File: config.mk
export PLATFORM = sky130hd
export DESIGN_NAME = qsys_byte_sequencer_flat
export DESIGN_NICKNAME = d
export VERILOG_FILES = /design/src/rtl/qsys_byte_sequencer_if.sv /design/src/rtl/qsys_byte_sequencer.sv /design/src/flat_wrapper.sv
export SDC_FILE = /design/constraint.sdc
export NUM_CORES = 1
export LEC_CHECK = 0
export ABC_CLOCK_PERIOD_IN_PS = 2400
export BUFFER_PORTS_ARGS = -buffer_cell sky130_fd_sc_hd__clkbuf_2
export CAP_MARGIN = 15
export CORE_AREA = 2 2 111 113
export CTS_CLUSTER_SIZE = 24
export DETAILED_ROUTE_END_ITERATION = 7
export DIE_AREA = 0 0 113 115
export SETUP_SLACK_MARGIN = 0.02
export SYNTH_ARGS = -nofsm -noshare
export SYNTH_HDL_FRONTEND = slang
export SYNTH_SLANG_ARGS = --single-unit
File: constraint.sdc
create_clock -name csi_MCLK_clk -period 2.4 [get_ports csi_MCLK_clk]
set_clock_uncertainty 0.15 [all_clocks]
set_input_delay 0 -clock csi_MCLK_clk [delete_from_list [all_inputs] [get_ports csi_MCLK_clk]]
set_output_delay 0 -clock csi_MCLK_clk [all_outputs]
set_load 0.1 [all_outputs]
File: src/rtl/qsys_byte_sequencer_if.sv
// Avalon-MM 32-bit control port bundle for qsys_byte_sequencer.
// master = Avalon master side, slave = sequencer side.
interface qsys_byte_sequencer_if #(
    parameter int ADDR_W = 8
);
    logic [ADDR_W-1:0] avs_ctrl_address;
    logic [31:0]       avs_ctrl_writedata;
    logic [3:0]        avs_ctrl_byteenable;
    logic              avs_ctrl_write;
    logic              avs_ctrl_read;
    logic [31:0]       avs_ctrl_readdata;
    logic              avs_ctrl_waitrequest;

    modport master (
        output avs_ctrl_address, avs_ctrl_writedata, avs_ctrl_byteenable,
               avs_ctrl_write, avs_ctrl_read,
        input  avs_ctrl_readdata, avs_ctrl_waitrequest
    );

    modport slave (
        input  avs_ctrl_address, avs_ctrl_writedata, avs_ctrl_byteenable,
               avs_ctrl_write, avs_ctrl_read,
        output avs_ctrl_readdata, avs_ctrl_waitrequest
    );
endinterface

File: src/rtl/qsys_byte_sequencer.sv
// Splits each 32-bit Avalon-MM transfer into ascending 8-bit device accesses, one per enabled lane.
// Optional per-lane stall timeout with sticky seq_error: define QSYS_BYTESEQ_TIMEOUT_EN.
module qsys_byte_sequencer #(
    parameter int ADDR_W  = 8,
    parameter int TIMEOUT = 255
) (
    input  logic                csi_MCLK_clk,
    input  logic                rsi_MRST_reset_n,
    qsys_byte_sequencer_if.slave avs,
    output logic [ADDR_W+1:0]   device_address,
    output logic [7:0]          device_writedata,
    input  logic [7:0]          device_readdata,
    output logic                device_write,
    output logic                device_read,
    input  logic                device_waitrequest,
    output logic                seq_error
);

    typedef enum logic [1:0] {IDLE, ACCESS, DONE} state_t;

    state_t             state_reg;
    logic [3:0]         mask_reg;
    logic [ADDR_W-1:0]  addr_reg;
    logic [31:0]        wdata_reg;
    logic               write_reg;
    logic [31:0]        readdata_reg;
    logic               waitrequest_reg;
    logic [ADDR_W+1:0]  dev_addr_reg;
    logic [7:0]         dev_wdata_reg;
    logic               dev_write_reg;
    logic               dev_read_reg;

    logic [7:0]         wr_byte [4];
    logic [7:0]         in_byte [4];
    logic [1:0]         cur_lane;
    logic [1:0]         nxt_lane;
    logic [1:0]         acc_lane;
    logic [3:0]         mask_clr;
    logic               timeout_hit;
    logic               lane_done;
    logic [7:0]         lane_rdata;
    logic               accept;

    function automatic logic [1:0] lowest_lane(input logic [3:0] m);
        if (m[0])      return 2'd0;
        else if (m[1]) return 2'd1;
        else if (m[2]) return 2'd2;
        else           return 2'd3;
    endfunction

    genvar gi;
    generate
        for (gi = 0; gi < 4; gi++) begin : g_lane
            assign wr_byte[gi] = wdata_reg[8*gi +: 8];
            assign in_byte[gi] = avs.avs_ctrl_writedata[8*gi +: 8];
        end
    endgenerate

    assign accept     = avs.avs_ctrl_read | avs.avs_ctrl_write;
    assign cur_lane   = lowest_lane(mask_reg);
    assign mask_clr   = mask_reg & ~(4'b0001 << cur_lane);
    assign nxt_lane   = lowest_lane(mask_clr);
    assign acc_lane   = lowest_lane(avs.avs_ctrl_byteenable);
    assign lane_done  = !device_waitrequest || timeout_hit;
    // An aborted lane reads back as all ones so software can spot it.
    assign lane_rdata = timeout_hit ? 8'hFF : device_readdata;

`ifdef QSYS_BYTESEQ_TIMEOUT_EN
    logic [15:0] tmo_cnt_reg;
    logic        seq_error_reg;

    assign timeout_hit = device_waitrequest && (tmo_cnt_reg == 16'(TIMEOUT - 1));
    assign seq_error   = seq_error_reg;

    always_ff @(posedge csi_MCLK_clk or negedge rsi_MRST_reset_n) begin
        if (!rsi_MRST_reset_n) begin
            tmo_cnt_reg   <= '0;
            seq_error_reg <= 1'b0;
        end else begin
            if (state_reg != ACCESS || lane_done)
                tmo_cnt_reg <= '0;
            else
                tmo_cnt_reg <= tmo_cnt_reg + 16'd1;
            if (state_reg == ACCESS && timeout_hit)
                seq_error_reg <= 1'b1;
        end
    end
`else
    logic unused_timeout;
    assign unused_timeout = (TIMEOUT != 0);
    assign timeout_hit    = 1'b0;
    assign seq_error      = 1'b0;
`endif

    always_ff @(posedge csi_MCLK_clk or negedge rsi_MRST_reset_n) begin
        if (!rsi_MRST_reset_n) begin
            state_reg       <= IDLE;
            mask_reg        <= '0;
            addr_reg        <= '0;
            wdata_reg       <= '0;
            write_reg       <= 1'b0;
            readdata_reg    <= '0;
            waitrequest_reg <= 1'b1;
            dev_addr_reg    <= '0;
            dev_wdata_reg   <= '0;
            dev_write_reg   <= 1'b0;
            dev_read_reg    <= 1'b0;
        end else begin
            case (state_reg)
                IDLE: begin
                    waitrequest_reg <= 1'b1;
                    if (accept) begin
                        mask_reg     <= avs.avs_ctrl_byteenable;
                        addr_reg     <= avs.avs_ctrl_address;
                        wdata_reg    <= avs.avs_ctrl_writedata;
                        write_reg    <= avs.avs_ctrl_write;
                        readdata_reg <= '0;
                        if (avs.avs_ctrl_byteenable != 4'b0000) begin
                            // First lane is presented straight from the request so it issues next cycle.
                            state_reg     <= ACCESS;
                            dev_addr_reg  <= {avs.avs_ctrl_address, acc_lane};
                            dev_wdata_reg <= in_byte[acc_lane];
                            dev_write_reg <= avs.avs_ctrl_write;
                            dev_read_reg  <= !avs.avs_ctrl_write;
                        end else begin
                            state_reg       <= DONE;
                            waitrequest_reg <= 1'b0;
                        end
                    end
                end
                ACCESS: begin
                    if (lane_done) begin
                        if (!write_reg)
                            readdata_reg[{cur_lane, 3'b000} +: 8] <= lane_rdata;
                        mask_reg <= mask_clr;
                        if (mask_clr == 4'b0000) begin
                            state_reg       <= DONE;
                            waitrequest_reg <= 1'b0;
                            dev_write_reg   <= 1'b0;
                            dev_read_reg    <= 1'b0;
                        end else begin
                            dev_addr_reg  <= {addr_reg, nxt_lane};
                            dev_wdata_reg <= wr_byte[nxt_lane];
                        end
                    end
                end
                DONE: begin
                    state_reg       <= IDLE;
                    waitrequest_reg <= 1'b1;
                end
                default: begin
                    state_reg       <= IDLE;
                    waitrequest_reg <= 1'b1;
                    dev_write_reg   <= 1'b0;
                    dev_read_reg    <= 1'b0;
                end
            endcase
        end
    end

    assign avs.avs_ctrl_readdata    = readdata_reg;
    assign avs.avs_ctrl_waitrequest = waitrequest_reg;
    assign device_address           = dev_addr_reg;
    assign device_writedata         = dev_wdata_reg;
    assign device_write             = dev_write_reg;
    assign device_read              = dev_read_reg;

endmodule

File: src/flat_wrapper.sv
// flat-port wrapper written by rule: the top's interface ports become plain ports
module qsys_byte_sequencer_flat 
#(
    parameter int ADDR_W  = 8,
    parameter int TIMEOUT = 255
)
  (csi_MCLK_clk, rsi_MRST_reset_n, device_address, device_writedata, device_readdata, device_write, device_read, device_waitrequest, seq_error, avs_avs_ctrl_address, avs_avs_ctrl_writedata, avs_avs_ctrl_byteenable, avs_avs_ctrl_write, avs_avs_ctrl_read, avs_avs_ctrl_readdata, avs_avs_ctrl_waitrequest);
  qsys_byte_sequencer_if #(.ADDR_W(ADDR_W)) avs_i ();
  input  logic csi_MCLK_clk;
  input  logic rsi_MRST_reset_n;
  output logic [ADDR_W+1:0] device_address;
  output logic [7:0] device_writedata;
  input  logic [7:0] device_readdata;
  output logic device_write;
  output logic device_read;
  input  logic device_waitrequest;
  output logic seq_error;
  input wire logic [$bits(avs_i.avs_ctrl_address)-1:0] avs_avs_ctrl_address;
  input wire logic [$bits(avs_i.avs_ctrl_writedata)-1:0] avs_avs_ctrl_writedata;
  input wire logic [$bits(avs_i.avs_ctrl_byteenable)-1:0] avs_avs_ctrl_byteenable;
  input wire logic [$bits(avs_i.avs_ctrl_write)-1:0] avs_avs_ctrl_write;
  input wire logic [$bits(avs_i.avs_ctrl_read)-1:0] avs_avs_ctrl_read;
  output wire logic [$bits(avs_i.avs_ctrl_readdata)-1:0] avs_avs_ctrl_readdata;
  output wire logic [$bits(avs_i.avs_ctrl_waitrequest)-1:0] avs_avs_ctrl_waitrequest;
  assign avs_i.avs_ctrl_address = avs_avs_ctrl_address;
  assign avs_i.avs_ctrl_writedata = avs_avs_ctrl_writedata;
  assign avs_i.avs_ctrl_byteenable = avs_avs_ctrl_byteenable;
  assign avs_i.avs_ctrl_write = avs_avs_ctrl_write;
  assign avs_i.avs_ctrl_read = avs_avs_ctrl_read;
  assign avs_avs_ctrl_readdata = avs_i.avs_ctrl_readdata;
  assign avs_avs_ctrl_waitrequest = avs_i.avs_ctrl_waitrequest;
  qsys_byte_sequencer #(.ADDR_W(ADDR_W), .TIMEOUT(TIMEOUT)) u_core (.csi_MCLK_clk(csi_MCLK_clk), .rsi_MRST_reset_n(rsi_MRST_reset_n), .avs(avs_i), .device_address(device_address), .device_writedata(device_writedata), .device_readdata(device_readdata), .device_write(device_write), .device_read(device_read), .device_waitrequest(device_waitrequest), .seq_error(seq_error));
endmodule
## Word-level counts from Yosys, hierarchy flattened

Cells that the tools add are included.

| word-level totals | value |
|---|---|
| latch bits | 0 |
| output and inout bits | 54 |
| bits in writable memories | 0 |
| bits of input ports | 57 |
| flip-flop bits (word level) | 100 |
| memories kept | 0 |
| word-level logic and storage cells | 92 |
| ROM bits | 0 |

| operators by class | value |
|---|---|
| add/subtract/negate cells | 1 |
| shift-type cells | 3 |
| bitwise gates (word level) | 6 |
| eq/ne operators | 8 |
| muxes and demuxes | 49 |
| reductions and logical operators | 12 |
| $mul | 0 |
| divide/modulo/power cells | 0 |
| $lt $le $gt $ge | 2 |

Operator list:

| operator | number |
|---|---|
| $mux 32 | 3 |
| $mux 8 | 8 |
| $pmux 32 s2 | 1 |
| $mux 10 | 4 |
| $bmux 8 s2 | 2 |
| $bwmux 32 | 1 |
| $shift 8x7->32 const A | 1 |
| $shiftx 8x7->32 | 1 |
| $mux 2 | 10 |
| $pmux 10 s2 | 1 |
| $pmux 8 s2 | 1 |
| $mux 1 | 11 |
| $reduce_and 5->1 | 2 |
| $mux 4 | 2 |
| $pmux 4 s2 | 1 |
| $neg 5->7 | 1 |
| $ge 3x3->1 const B | 2 |
| $ne 2x1->1 const B | 3 |
| $ne 2x2->1 const B | 3 |
| $not 2->3 | 2 |
| $pmux 1 s3 | 2 |
| $reduce_and 3->1 | 2 |
| $and 4x4->4 | 1 |
| $logic_not 4->1 | 1 |
| 14 further kinds | 15 |

## Longest topological paths before layout

Gate-level depths: netlist of run 1.

| logic depth | value |
|---|---|
| depth after elaboration | 16 |
| depth in mapped cells | 10 |
| gate-level depth less buffers | 8 |

## Worst setup path before layout of run 1

OpenSTA, ideal clock, no wires.

| timing path | value |
|---|---|
| kind | flip-flop to flip-flop |
| start point | register u_core.mask_reg[2] |
| end point | register u_core.dev_wdata_reg[0], in the netlist u_core.device_writedata[0] |
| data required time | 2.125 ns |
| data arrival time | 2.294 ns |
| slack | -0.170 ns |
| setup time | 0.125 ns |
| period minus slack after synthesis | 2.570 ns |
| cell stages (with the launch flop) | 10 |
| cells stage by stage | dfrtp_1 clkbuf_1 and2b_1 or2_2 ha_1 nand2b_1 clkbuf_1 a2111oi_0 a211oi_1 mux2_4 |

| between the ends | value |
|---|---|
| cells in the longest elaborated chain, start to end | 16 |
| elaborated cells between the ends (all ways) | 19 |
| those cells by class | 1 x eq/ne; 1 x shift; 12 x mux; 3 x bitwise; 2 x reduce/logical |

Ends and longest elaborated chain:

| element | RTL line | source |
|---|---|---|
| start: declaration | qsys_byte_sequencer.sv:22 | `logic [3:0] mask_reg;` |
| start signal: assignment | qsys_byte_sequencer.sv:113 | `mask_reg <= avs.avs_ctrl_byteenable;` |
| start signal: assignment | qsys_byte_sequencer.sv:135 | `mask_reg <= mask_clr;` |
| $mux 1 | qsys_byte_sequencer.sv:47 | `else if (m[2]) return 2'd2;` |
| $mux 2 | qsys_byte_sequencer.sv:46 | `else if (m[1]) return 2'd1;` |
| $mux 2 | qsys_byte_sequencer.sv:45 | `if (m[0]) return 2'd0;` |
| $shl 1x2->4 | qsys_byte_sequencer.sv:61 | `assign mask_clr = mask_reg & ~(4'b0001 << cur_lane);` |
| $not 4->4 | qsys_byte_sequencer.sv:61 |  |
| $and 4x4->4 (*) | qsys_byte_sequencer.sv:61 |  |
| $mux 1 | qsys_byte_sequencer.sv:47 |  |
| $mux 2 | qsys_byte_sequencer.sv:46 |  |
| $mux 2 | qsys_byte_sequencer.sv:45 |  |
| $not 2->3 (implied by the code) | qsys_byte_sequencer.sv:143 | `dev_wdata_reg <= wr_byte[nxt_lane];` |
| $bmux 8 s2 | qsys_byte_sequencer.sv:143 |  |
| $mux 8 (implied by the code) (2 in a row) | qsys_byte_sequencer.sv:143 |  |
| $mux 8 | qsys_byte_sequencer.sv:136 | `if (mask_clr == 4'b0000) begin` |
| $mux 8 | qsys_byte_sequencer.sv:132 | `if (lane_done) begin` |
| $pmux 8 s2 | qsys_byte_sequencer.sv:109 | `case (state_reg)` |
| end signal: assignment | qsys_byte_sequencer.sv:122 | `dev_wdata_reg <= in_byte[acc_lane];` |
| end signal: assignment | qsys_byte_sequencer.sv:143 |  |
| end: declaration | qsys_byte_sequencer.sv:29 | `logic [7:0] dev_wdata_reg;` |

Every way passes the cells marked *; elsewhere a longest branch is shown, timed or not. The select of a mux whose other input is x is not followed.
A chain may end at the register's enable or synchronous reset.

## Final worst setup path of run 1

| timing path | value |
|---|---|
| start point | register u_core.mask_reg[2] |
| end point | register u_core.dev_wdata_reg[5], in the netlist u_core.device_writedata[5] |

The elaborated chain is that of the path after synthesis.

==> impl_metrics.py, run 1 <==
metrics = {
    "cts": {
        "h-tree-depth": 3,
        "cts.sinks": 92,
        "path_clk_slew_ps": 60,
        "cts-buffers-inserted": 9,
        "cts_tree": "done",
        "max-clock-path-buffers": 2,
        "cts_root_buf": "clkbuf_16",
        "worstSkewPairLatency_ps": 350,
    },
    "finish": {
        "fin_cells": 799,
        "drive_gt1_frac": 0.327,
        "nets": 708,
        "design_area_sq_mm": 0.00649,
        "area_growth_pct": 39.2,
        "insertedDiodeCount": 0,
        "fin_util": 0.549,
        "largest_reg_flops": 32,
    },
    "logic_synthesis": {
        "synth_top_family_by_area": "simple AND/OR/NAND/NOR gates",
        "synth_nets": 545,
        "synth-xor-area-share": 0,
        "seq_area_frac_synth": 0.494,
        "synth_ff_type": "dfrtp_1",
        "ys_seq_elements": 92,
        "async_flop_share": 1.00,
        "synth_area_sq_mm": 0.00466,
        "syn_inst": 484,
        "ys_types": 57,
        "synth_edf_count": 0,
        "muxShareOfSynthArea": 0.0880,
        "yosysWarnings": 0,
        "synth_compound_area_frac": 0.133,
        "synth_area_per_cell_sq_um": 9.63,
        "synthAdderAreaFrac": 0.0107,
        "synth-simple-area-share": 0.219,
    },
    "route": {
        "drt-initial-drc-count": 236,
        "drcViolationCount": 9,
        "drt-total-wl_mm": 12.7,
        "drt-pass1-iter-count": 6,
        "ant_nets": 0,
        "drt-vias-per-instance": 5.04,
        "vias": 4023,
        "wl_per_cell_um": 15.9,
    },
    "grt": {
        "grt_busiest_layer": "met2",
        "antenna_found_initial": 0,
        "grt.total_usage": 0.203,
        "gr-usage-met1": 0.270,
        "grt_pass1_wl_mm": 20.6,
        "grt_pass1_vias": 4073,
        "use_met3": 0.0369,
        "grt_max_degree": 51,
        "grtUsageMet2": 0.325,
        "grt_overflow": 0,
    },
    "run_status": {
        "violations": "design-rule violations",
        "status": "complete, but fails checks",
    },
    "place": {
        "placed_area_sq_mm": 0.00548,
        "hpwl_mm": 8.64,
        "numPortBuffers": 109,
        "gp_congestion": 0.801,
        "dp.cells": 733,
    },
    "timing": {
        "setup_viol": 0,
        "worst_slew_pin_slew_ps": 868,
        "rsz0062_at_grt": "false",
        "clock.fmax_mhz": 429,
        "max-slew-margin-rel": 0.421,
        "hold_viol_final": 0,
        "drv_slew": 0,
        "period_share": 0.972,
        "period_minus_slack_ps": 2330,
    },
    "critical_path": {
        "crit_fanout": 5,
        "rr_worst_depth": 8,
        "arrival_ps": 2420,
        "path_class": "flop to flop",
        "required_ps": 2480,
        "slowest_stage": "dfrtp_1",
        "end_kind": "flop",
        "max_stage_delay_ps": 370,
        "crit_path_start_kind": "flop",
        "path_cells": "and2b_2 -> or2_4 -> ha_4 -> nand2b_4 -> buf_6 -> a2111oi_4 -> a211oi_1 -> mux2_4",
    },
    "floorplanning": {
        "dieArea_sq_mm": 0.0130,
        "fp.coreArea_sq_mm": 0.0118,
        "ios": 111,
        "die_y_um": 115,
        "rows": 40,
        "initial_utilization": 0.395,
        "die_x_um": 113,
    },
    "power_and_ir_drop": {
        "pwr_density_cell_mw_per_mm2": 1460,
        "leakage_nw": 3.20,
        "max-vdd-ir-drop_v": 0.000715,
    },
    "hold_path": {
        "hold_class": "primary input to asynchronous set/reset pin",
    },
    "flow_run": {
        "drv_cap": 0,
    },
}
[metrics by stage]
stage / setup TNS [ps] / hold WS (ps) / power, mW / setup WS, ps
finish: 0 / 33.3 / 9.46 / 67.6
global placement: 0 / -120 / 7.39 / 3.27
global route: 0 / 68.8 / 10.0 / 2.12
detailed placement: -712 / -112 / 7.48 / -67.7
floorplan: -509 / -446 / 6.43 / -45.5
CTS: 0 / 46.4 / 9.24 / 27.9
[cells by family after synthesis]
kind of cell,Yosys count
simple gates,216
flops,92
compound gates,83
buf+inv,54
mux,34
fa+ha+maj,4
other cells,1
[cells in the mapped netlist (all sizes together), types with 2 or more instances]
cell type,number,area (sq um)
nor4,2,42.5
o311ai,2,17.5
mux2,26,330
mux2i,8,80.1
nand2b,13,83.8
and3b,8,70.1
or3b,2,17.5
dfrtp,91,2280
a2111oi,8,70.1
o31ai,9,67.6
a22o,12,105
nor2,12,47.6
clkbuf,13,50.0
nand2,159,597
nor2b,3,18.8
a211oi,8,60.1
a21oi,14,73.8
buf,16,113
nand3b,2,15.0
or2,3,18.8
ha,4,50.1
inv,24,90.1
nor3,5,41.3
o211ai,9,72.6
o21ai,12,71.3
[layout by cell type, fill, tap and decap left out, types with 9 or more instances in the layout]
cell | netlist | layout
nand2_1 | 159 | 159
inv_1 | 24 | 22
mux2_2 | 16 | 16
mux2_4 | 10 | 10
clkbuf_16 | 0 | 9
dlygate4sd3_1 | 0 | 46
dfrtp_1 | 91 | 91
nand2b_1 | 12 | 10
nor2_1 | 11 | 11
buf_4 | 2 | 21
o31ai_1 | 9 | 9
clkbuf_2 | 1 | 108
a22o_1 | 12 | 12
a21oi_1 | 13 | 13
[what timing repair did]
item	in CTS	in global routing
cloned	1	0
resized for setup	10	18
hold endpoints to repair	170	0
setup buffers	1	2
hold buffers	46	0
pin swaps	2	7
setup endpoints to repair	18	26
[power by group]
group / switching (mW) / internal [mW] / leakage, nW
combinational: 3.62 / 1.82 / 1.87
sequential: 0.436 / 2.12 / 1.18
clock: 0.601 / 0.867 / 0.150
total: 4.66 / 4.81 / 3.20
[worst paths after layout]
check	from	endpoint	slack, ps
worst max-delay path	u_core.mask_reg[2]	u_core.device_writedata[5]	70
worst min-delay path	rsi_MRST_reset_n	u_core.avs.avs_ctrl_readdata[1]	30
worst max register to register	u_core.mask_reg[2]	u_core.device_writedata[5]	70
worst min register to register	u_core.avs.avs_ctrl_waitrequest	u_core.avs.avs_ctrl_waitrequest	320
max in group asynchronous	rsi_MRST_reset_n	u_core.mask_reg[0]	1400
min in group csi_MCLK_clk	avs_avs_ctrl_writedata[2]	u_core.device_writedata[2]	50
[worst max-delay path, delay by kind of cell, from the launching register on]
| family | cells | cell delay, ps |
|---|---|---|
| mux | 1 | 270 |
| simple gates | 3 | 650 |
| flops | 1 | 370 |
| buf+inv | 1 | 160 |
| compound gates | 2 | 450 |
| fa+ha+maj | 1 | 180 |
[layout make-up]
type	count	area [sq um]
repair buffers	181	1260
multi-input cells	338	2340
clock buffers	13	260
fillers	1088	5320
flip-flops and latches	92	2300
well taps	147	184
clock inverters	3	43.8
inverters	25	96.3
[per-layer routing]
layer  vias up  part of all wire
met2       116              0.47
li1       1955                 -
met4         0             0.023
met5         -                 0
met1      1932              0.46
met3        20             0.054
(Power assumes the default switching activity.)
==> run 2, diff against run 1 <==
--- a/config.mk
+++ b/config.mk
@@ -8,10 +8,11 @@
 export ABC_CLOCK_PERIOD_IN_PS = 2400
 export BUFFER_PORTS_ARGS = -buffer_cell sky130_fd_sc_hd__clkbuf_2
 export CAP_MARGIN = 15
-export CORE_AREA = 2 2 111 113
+export CORE_AREA = 2 2 135 137
 export CTS_CLUSTER_SIZE = 24
 export DETAILED_ROUTE_END_ITERATION = 7
-export DIE_AREA = 0 0 113 115
+export DIE_AREA = 0 0 137 139
+export PLACE_DENSITY_LB_ADDON = 0.3
 export SETUP_SLACK_MARGIN = 0.02
 export SYNTH_ARGS = -nofsm -noshare
 export SYNTH_HDL_FRONTEND = slang
==> impl_metrics.py, run 2 (synthesized netlist as in run 1, its figures left out) <==
metrics = {
    "critical_path": {
        "crit_path_start_kind": "flop",
        "arrival_ps": 2430,
        "ff2ff_setup_slack_ps": 50,
        "path_cells": "or2_2 -> inv_2 -> ha_1 -> buf_6 -> and3b_1 -> a2111oi_4 -> a211oi_1 -> mux2_4",
        "end_kind": "flop",
        "startpoint": "u_core.mask_reg[0]",
        "rr_worst_depth": 8,
        "r2r-start": "u_core.mask_reg[0]",
        "slowest_stage": "dfrtp_1",
        "worstReg2RegEnd": "u_core.device_writedata[0]",
        "required_ps": 2480,
        "path_class": "flop to flop",
        "crit_fanout": 11,
        "crit_family": "simple AND/OR/NAND/NOR gates",
        "worst-path-buf-inv": 2,
        "max_stage_delay_ps": 400,
    },
    "timing": {
        "worst_slew_pin_slew_ps": 859,
        "hold_viol_final": 0,
        "setup_viol": 0,
        "holdWs_ps": 65.4,
        "period_minus_slack_ps": 2350,
        "max-slew-margin-rel": 0.428,
        "clock.fmax_mhz": 425,
        "drv_slew": 0,
        "rsz0062_at_grt": "true",
        "finalSetupTns_ps": 0,
        "period_share": 0.980,
    },
    "finish": {
        "seqCellArea_sq_mm": 0.00230,
        "multi_input_area_sq_mm": 0.00233,
        "final_cell_mix": "nand2_1 (159), clkbuf_2 (108), dfrtp_1 (91)",
        "nets": 707,
        "drive_gt1_frac": 0.323,
        "insertedDiodeCount": 0,
        "area_growth_pct": 40.1,
        "layout_commonest_cell": "nand2_1",
        "largest_reg_flops": 32,
        "fill_cells": 1803,
    },
    "cts": {
        "cts_root_buf": "clkbuf_16",
        "worstSkewPairLatency_ps": 350,
        "path_clk_slew_ps": 70,
        "max-clock-path-buffers": 2,
        "cts_tree": "done",
        "cts-buffers-inserted": 9,
        "cts.sinks": 92,
        "h-tree-depth": 3,
    },
    "hold_path": {
        "hold_end": "u_core.device_writedata[3]",
        "hold_class": "primary input to flop",
        "min_path_cells": 4,
        "min_from": "avs_avs_ctrl_writedata[3]",
    },
    "grt": {
        "grt_pass1_vias": 3988,
        "grt_max_degree": 69,
        "grt_overflow": 0,
        "grt_pass1_wl_mm": 21.2,
        "grt.total_usage": 0.141,
        "antenna_found_initial": 0,
    },
    "route": {
        "vias": 4013,
        "ant_nets": 0,
        "drt-vias-per-instance": 4.56,
        "drt-initial-drc-count": 140,
        "wl_per_cell_um": 15.1,
        "drt-pass1-iter-count": 4,
        "drt-total-wl_mm": 13.3,
        "drcViolationCount": 0,
    },
    "floorplanning": {
        "ios": 111,
        "initial_utilization": 0.264,
        "die_y_um": 139,
        "fp.coreArea_sq_mm": 0.0177,
        "die_x_um": 137,
        "dieArea_sq_mm": 0.0190,
        "rows": 49,
    },
    "power_and_ir_drop": {
        "max-vdd-ir-drop_v": 0.000816,
        "pwr_density_cell_mw_per_mm2": 1430,
        "leakage_nw": 3.20,
    },
    "run_status": {
        "status": "complete, no violations",
    },
    "place": {
        "hpwl_mm": 9.51,
        "gp_congestion": 0.828,
        "numPortBuffers": 109,
    },
    "flow_run": {
        "drv_cap": 0,
    },
}
[run 2: changes by cell type in the layout (fill, tap and decap cells not counted), sizes merged]
cell         change
bufbuf           -1
bufinv           -1
clkbuf           +1
clkinv           +2
dlygate4sd3      -1
inv              -1
[run 2: final cells by class]
class                   count  area share
flip-flops and latches     92       0.352
clock buffers              13      0.0383
inverters                  25      0.0147
multi-input cells         338       0.356
well taps                 229      0.0438
clock inverters             3     0.00345
repair buffers            180       0.191
[run 2: worst max path at each step]
stage                                       endpoint  slack [ps]  cells past startpoint
after CTS                 u_core.device_writedata[5]          20                     10
final                     u_core.device_writedata[0]          50                      8
after global routing      u_core.device_writedata[0]         -60                      8
after global placement    u_core.device_writedata[0]          70                      8
after floorplan           u_core.device_writedata[0]         -50                      9
after detailed placement  u_core.device_writedata[0]          -3                      8
[run 2: stage by stage]
stage	power (mW)	worst slack (ps)	utilization	std cells	area (sq um)
2_1_floorplan	6.43	-45.5	-	484	4730
3_3_place_gp	7.41	67.2	0.316	814	5570
3_5_place_dp	7.48	-2.64	0.316	814	5570
4_1_cts	9.27	17.1	0.366	880	6470
5_1_grt	9.87	-59.8	0.370	880	6540
6_report	9.32	49.1	0.370	880	6540
[run 2: worst register-to-register path, stage by stage, from the launching register on]
cell,delay [ps]
dfrtp_1,400
or2_2,340
inv_2,100
ha_1,190
buf_6,160
and3b_1,210
a2111oi_4,310
a211oi_1,90
mux2_4,270
[run 2: where the power goes]
group / internal, mW / switching (mW)
Sequential: 2.12 / 0.427
Combinational: 1.83 / 3.61
Clock: 0.734 / 0.592
[run 2: routing by layer]
layer	GRT usage	part of all wire	vias to the layer above
met5	0	0	-
met4	0.0488	0.022	0
met3	0.0285	0.052	19
met2	0.222	0.46	126
met1	0.192	0.47	1914
li1	-	-	1954
[run 2: what timing repair did]
action	in CTS	in global routing
hold endpoints to repair	143	0
pin swaps	3	6
hold buffers	45	0
gates cloned	1	0
resized for setup	23	9
endpoints found under the setup margin	13	35
setup buffers	4	0
